<file path="config.mk">
export PLATFORM = sky130hd
export DESIGN_NAME = pb_uart_tx_flat
export DESIGN_NICKNAME = d
export VERILOG_FILES = /design/src/rtl/pb_uart_tx_if.sv /design/src/rtl/pb_uart_tx.sv /design/src/flat_wrapper.sv
export SDC_FILE = /design/constraint.sdc
export NUM_CORES = 1
export LEC_CHECK = 0
export ABC_CLOCK_PERIOD_IN_PS = 8100
export CAP_MARGIN = 20
export CORE_UTILIZATION = 45
export DETAILED_ROUTE_END_ITERATION = 10
export PLACE_DENSITY = 0.73
export SLEW_MARGIN = 10
export SYNTH_ARGS = -nofsm -noshare
export SYNTH_HDL_FRONTEND = slang
export SYNTH_SLANG_ARGS = --single-unit
export TNS_END_PERCENT = 30
</file>
<file path="constraint.sdc">
create_clock -name clk -period 8.1 [get_ports clk]
set_input_delay 1.215 -clock clk [delete_from_list [all_inputs] [get_ports clk]]
set_output_delay 1.215 -clock clk [all_outputs]
set_load 0.005 [all_outputs]
</file>
<file path="src/rtl/pb_uart_tx_if.sv">
// kcpsm6 output-bus signals seen by the UART transmitter, plus its serial line
// and the status byte returned to the processor.
interface pb_uart_tx_if;
  logic [7:0] port_id;
  logic [7:0] out_port;
  logic       write_strobe;
  logic       tx;
  logic [7:0] status;

  modport master (
    output port_id, out_port, write_strobe,
    input  tx, status
  );

  modport slave (
    input  port_id, out_port, write_strobe,
    output tx, status
  );
endinterface

</file>
<file path="src/rtl/pb_uart_tx.sv">
// PicoBlaze output-port UART transmitter: 4-entry byte FIFO feeding an 8N1
// serialiser, with a pollable status byte.
module pb_uart_tx #(
  parameter int unsigned CLKS_PER_BIT = 868,
  parameter logic [7:0]  DATA_PORT    = 8'h05,
  parameter logic [7:0]  CTRL_PORT    = 8'h06
) (
  input  logic        clk,
  input  logic        reset,
  pb_uart_tx_if.slave bus
);

  localparam int unsigned CW = (CLKS_PER_BIT > 1) ? $clog2(CLKS_PER_BIT) : 1;
  localparam logic [CW-1:0] BAUD_LAST = CW'(CLKS_PER_BIT - 1);

  typedef enum logic [1:0] {
    IDLE,
    START,
    DATA,
    STOP
  } state_e;

  state_e        state_q, state_d;
  logic [CW-1:0] baud_q, baud_d;
  logic [2:0]    bit_q, bit_d;
  logic [7:0]    sh_q, sh_d;
  logic          tx_q, tx_d;
  logic [1:0]    head_q, head_d;
  logic [1:0]    tail_q, tail_d;
  logic [2:0]    count_q, count_d;
  logic          ovf_q, ovf_d;
  logic [7:0]    mem_q [4];

  logic push_sel, push, drop, clr, pop, full, empty, busy, baud_last;

  assign full      = (count_q == 3'd4);
  assign empty     = (count_q == 3'd0);
  assign busy      = (state_q != IDLE);
  assign baud_last = (baud_q == BAUD_LAST);

  // full is taken from the registered count, so a same-cycle pop never rescues a push
  assign push_sel = bus.write_strobe && (bus.port_id == DATA_PORT);
  assign push     = push_sel && !full;
  assign drop     = push_sel && full;
  assign clr      = bus.write_strobe && (bus.port_id == CTRL_PORT) && bus.out_port[0];

  always_comb begin
    state_d = state_q;
    baud_d  = baud_q;
    bit_d   = bit_q;
    sh_d    = sh_q;
    pop     = 1'b0;

    unique case (state_q)
      IDLE: begin
        if (!empty) begin
          pop     = 1'b1;
          sh_d    = mem_q[head_q];
          baud_d  = '0;
          state_d = START;
        end
      end
      START: begin
        baud_d = baud_q + 1'b1;
        if (baud_last) begin
          baud_d  = '0;
          bit_d   = '0;
          state_d = DATA;
        end
      end
      DATA: begin
        baud_d = baud_q + 1'b1;
        if (baud_last) begin
          baud_d = '0;
          sh_d   = {1'b0, sh_q[7:1]};
          bit_d  = bit_q + 1'b1;
          if (bit_q == 3'd7) state_d = STOP;
        end
      end
      STOP: begin
        baud_d = baud_q + 1'b1;
        if (baud_last) begin
          baud_d = '0;
          if (!empty) begin
            pop     = 1'b1;
            sh_d    = mem_q[head_q];
            state_d = START;
          end else begin
            state_d = IDLE;
          end
        end
      end
      default: state_d = IDLE;
    endcase

    // Line level is derived from the next state so tx is a clean register output
    unique case (state_d)
      START:   tx_d = 1'b0;
      DATA:    tx_d = sh_d[0];
      default: tx_d = 1'b1;
    endcase
  end

  always_comb begin
    head_d  = head_q + {1'b0, pop};
    tail_d  = tail_q + {1'b0, push};
    count_d = count_q + {2'b00, push} - {2'b00, pop};
    ovf_d   = ovf_q;
    if (drop)     ovf_d = 1'b1;
    else if (clr) ovf_d = 1'b0;
  end

  always_ff @(posedge clk) begin
    if (reset) begin
      state_q <= IDLE;
      baud_q  <= '0;
      bit_q   <= '0;
      sh_q    <= '0;
      tx_q    <= 1'b1;
      head_q  <= '0;
      tail_q  <= '0;
      count_q <= '0;
      ovf_q   <= 1'b0;
    end else begin
      state_q <= state_d;
      baud_q  <= baud_d;
      bit_q   <= bit_d;
      sh_q    <= sh_d;
      tx_q    <= tx_d;
      head_q  <= head_d;
      tail_q  <= tail_d;
      count_q <= count_d;
      ovf_q   <= ovf_d;
    end
  end

  always_ff @(posedge clk) begin
    if (push) mem_q[tail_q] <= bus.out_port;
  end

  assign bus.tx     = tx_q;
  assign bus.status = {1'b0, count_q, ovf_q, busy, full, empty};

endmodule

</file>
<file path="src/flat_wrapper.sv">
// flat-port wrapper written by rule: the top's interface ports become plain ports
module pb_uart_tx_flat 
#(
  parameter int unsigned CLKS_PER_BIT = 868,
  parameter logic [7:0]  DATA_PORT    = 8'h05,
  parameter logic [7:0]  CTRL_PORT    = 8'h06
)
  (clk, reset, bus_port_id, bus_out_port, bus_write_strobe, bus_tx, bus_status);
  pb_uart_tx_if bus_i ();
  input  logic clk;
  input  logic reset;
  input wire logic [$bits(bus_i.port_id)-1:0] bus_port_id;
  input wire logic [$bits(bus_i.out_port)-1:0] bus_out_port;
  input wire logic [$bits(bus_i.write_strobe)-1:0] bus_write_strobe;
  output wire logic [$bits(bus_i.tx)-1:0] bus_tx;
  output wire logic [$bits(bus_i.status)-1:0] bus_status;
  assign bus_i.port_id = bus_port_id;
  assign bus_i.out_port = bus_out_port;
  assign bus_i.write_strobe = bus_write_strobe;
  assign bus_tx = bus_i.tx;
  assign bus_status = bus_i.status;
  pb_uart_tx #(.CLKS_PER_BIT(CLKS_PER_BIT), .DATA_PORT(DATA_PORT), .CTRL_PORT(CTRL_PORT)) u_core (.clk(clk), .reset(reset), .bus(bus_i));
endmodule
</file>
==> run metrics <==
status finished clean; Setup Skew 0.00977 ns; Net Count, Synth 304; Leak Pwr 1.22 nW; Worst-path clk slew 0.07 ns; final standard cell area without fillers 0.00347 mm²; initial antenna violation count 0; RSZ-0062 raised after global routing no; Ant. Diodes 0; Switch Pwr 357 µW; first-pass GRT wire length 9320 µm; hold endpoint u_core.baud_q[9]$_SDFFE_PP0P_; final hold vios 0; Clk pwr share 0.232; xor/xnor share of the synthesized area 0.0116; Worst-Margin Slew 0.734 ns; CTS HTree Levels 3; Horiz. Die Dim 83.9 µm; CTS Root Cell clkbuf_8; CTS buffer count 9; Min Clock Period, post-route 3.42 ns; Rows 29; Cell Area, Placed 0.00328 mm²; Hold Worst Slack 0.478 ns; period utilization 0.423; drt pass-1 iters 4; Avg Cell Area, Syn 11.1 µm²; most frequent cells in the layout 32 x dfxtp_1, 32 x edfxtp_1, 31 x nor2_1; power per cell area 293 mW/mm²; R2R Path Start u_core.baud_q[8]$_SDFFE_PP0P_; clock buffer depth 2; Switching Share 0.351; CTS Sinks 64; port bufs 26; die span in y 83.9 µm; worst skew pair latency 0.34 ns; Simple-Gate Fraction of Synth Area 0.159; Routed wire per std cell 14.6 µm; share of layout cells above drive strength 1 0.117; Ys Warns 0; sequential cell area fraction in the yosys report 0.530; DR iter-0 viols 206; Via density 5.68; Tot GR Track Use 0.169; HP Start u_core.baud_q[9]$_SDFFE_PP0P_; number of routed nets with antenna violations 0; Top Ports 28; largest family of logic cells by synthesized area simple AND/OR/NAND/NOR gates; worst vdd ir 144 µV; Reg2Reg Depth 11; cell area after synthesis 0.00302 mm²; Pins Over Slew Limit 0; CP required 8.15 ns; Synth Instances 272; die area 0.00704 mm²; synth-to-layout area growth 14.8%; max frequency 0.292 GHz; initial core utilization 0.470; placer's final routability congestion estimate 0.795; adder and majority gate portion of the synthesized area 0.0564; CP endpoint kind register; critical register-to-register path endpoint u_core.count_q[2]$_SDFF_PP0_; Post-CTS Resized 0; #FFs+latches synth 64; combinational group share of total power 0.362; Placed Cells 359; max_slew headroom 0.509; Cell Count, Final, Fillers Out 377; Synth cell types 47; pin count of the biggest net entering global routing 28; dpl hpwl 3760 µm; CP Class input pin to register; max_cap viols 0; # hold bufs at CTS 0; CTS tree built; crit path DAT 3.47 ns; slack of the worst reg-to-reg path 5.09 ns; Nets 327; Seq pwr share 0.406; via count 2142; critical path peak fanout 6; Critical Path Source Type input pin; final setup TNS 0 ns; worst min path class register to register; portion of netlist area occupied by mux cells 0.0630; vias in the first global route 2069; DRC Markers 0; post-synthesis compound-gate area fraction 0.135; Hold Path Stages 1; Routed WL 5500 µm; # setup viols final 0; Tot Pwr 1.02 mW; Layout fillers 549; core area 0.00642 mm²; Int Pwr 659 µW; post-CTS setup repair buffer count 0; gr ovfl total 0
synthesized netlist by cell type (all sizes together):
library cell,instances,area (µm²)
a2bb2oi,2,17.5
dfxtp,32,641
nor4b,1,8.76
a31oi,2,12.5
xnor2,4,35.0
nor4,2,12.5
nor2,32,123
nand3b,2,15.0
a22oi,5,37.5
edfxtp,32,961
and3,6,47.5
nor3,11,55.1
mux2i,1,10.0
a21o,2,30.0
and3b,2,17.5
o21ai,13,65.1
mux4,8,180
conb,1,3.75
or3,2,12.5
nand4,1,6.26
and4,1,8.76
nand2,24,90.1
or2,1,6.26
fa,1,20.0
nor4bb,1,10.0
a31o,3,26.3
a22o,1,8.76
buf,12,82.6
clkbuf,5,18.8
ha,12,150
a211oi,8,60.1
o31ai,2,15.0
clkinv,1,3.75
a41oi,4,42.6
nor2b,5,31.3
a311oi,2,17.5
nand3,4,20.0
nor3b,2,15.0
inv,7,26.3
a21oi,15,75.1
critical path, stage by stage:
cell,delay [ns]
clkdlybuf4s50_1,0.40
nor4b_1,0.37
nand3_1,0.14
nor3_1,0.44
nor3b_1,0.61
clkbuf_2,0.29
final cells by class:
class | instances | area (µm²) | share of cell area
Clock buffer | 10 | 128 | 0.0368
Sequential cell | 64 | 1600 | 0.462
Inverter | 8 | 30.0 | 0.00866
Tap cell | 77 | 96.3 | 0.0278
Timing Repair Buffer | 29 | 278 | 0.0801
Clock inverter | 6 | 46.3 | 0.0134
Multi-Input combinational cell | 183 | 1290 | 0.371
sequential cells by signal, indices dropped and copies added, names as in the netlist:
| signal | count |
|---|---|
| u_core.state_q | 2 |
| u_core.bus.tx | 1 |
| u_core.baud_q | 10 |
| u_core.head_q | 2 |
| u_core.mem_q | 32 |
| u_core.tail_q | 2 |
| u_core.bit_q | 3 |
| u_core.sh_q | 8 |
| u_core.ovf_q | 1 |
| u_core.count_q | 3 |
routing by layer:
| layer | up-vias | share of wire | track usage |
|---|---|---|---|
| met5 | - | 0 | 0 |
| met4 | 0 | 0.020 | 0.0831 |
| met3 | 11 | 0.035 | 0.0445 |
| met2 | 45 | 0.48 | 0.276 |
| met1 | 1038 | 0.47 | 0.207 |
| li1 | 1048 | - | - |
worst max path at each step:
| stage | startpoint | endpoint | slack [ns] |
|---|---|---|---|
| 2_1_floorplan | bus_port_id[4] | u_core.mem_q[0][0]$_DFFE_PP_ | 4.94 |
| 6_report | bus_port_id[4] | u_core.mem_q[0][4]$_DFFE_PP_ | 4.68 |
| 3_3_place_gp | bus_port_id[4] | u_core.mem_q[0][3]$_DFFE_PP_ | 4.19 |
| 3_5_place_dp | bus_port_id[4] | u_core.mem_q[0][3]$_DFFE_PP_ | 4.05 |
| 4_1_cts | bus_port_id[4] | u_core.mem_q[0][0]$_DFFE_PP_ | 4.41 |
| 5_1_grt | bus_port_id[4] | u_core.mem_q[0][4]$_DFFE_PP_ | 4.53 |
power by group through the flow:
stage	Clock [mW]	Sequential [mW]	Combinational, mW
2_1_floorplan	0	0.400	0.291
3_3_place_gp	0	0.419	0.362
6_report	0.236	0.412	0.368
4_1_cts	0.242	0.413	0.368
3_5_place_dp	0	0.419	0.367
5_1_grt	0.255	0.419	0.414
kinds of logic after synthesis:
family                   count (synthesis)
adder cells (fa/ha/maj)                 13
multiplexers                             9
other                                    1
XOR/XNOR                                 4
buffers and inverters                   25
AND/OR/NAND/NOR                         97
flip-flops                              64
AO/OA/AOI/OAI                           59
metrics by stage:
step,util,worst slack (ns)
after floorplan,-,4.94
after global placement,0.511,4.19
after detailed placement,0.511,4.05
after CTS,0.538,4.41
after global routing,0.540,4.53
final,0.540,4.68
Power figures use the tool's default switching activity.
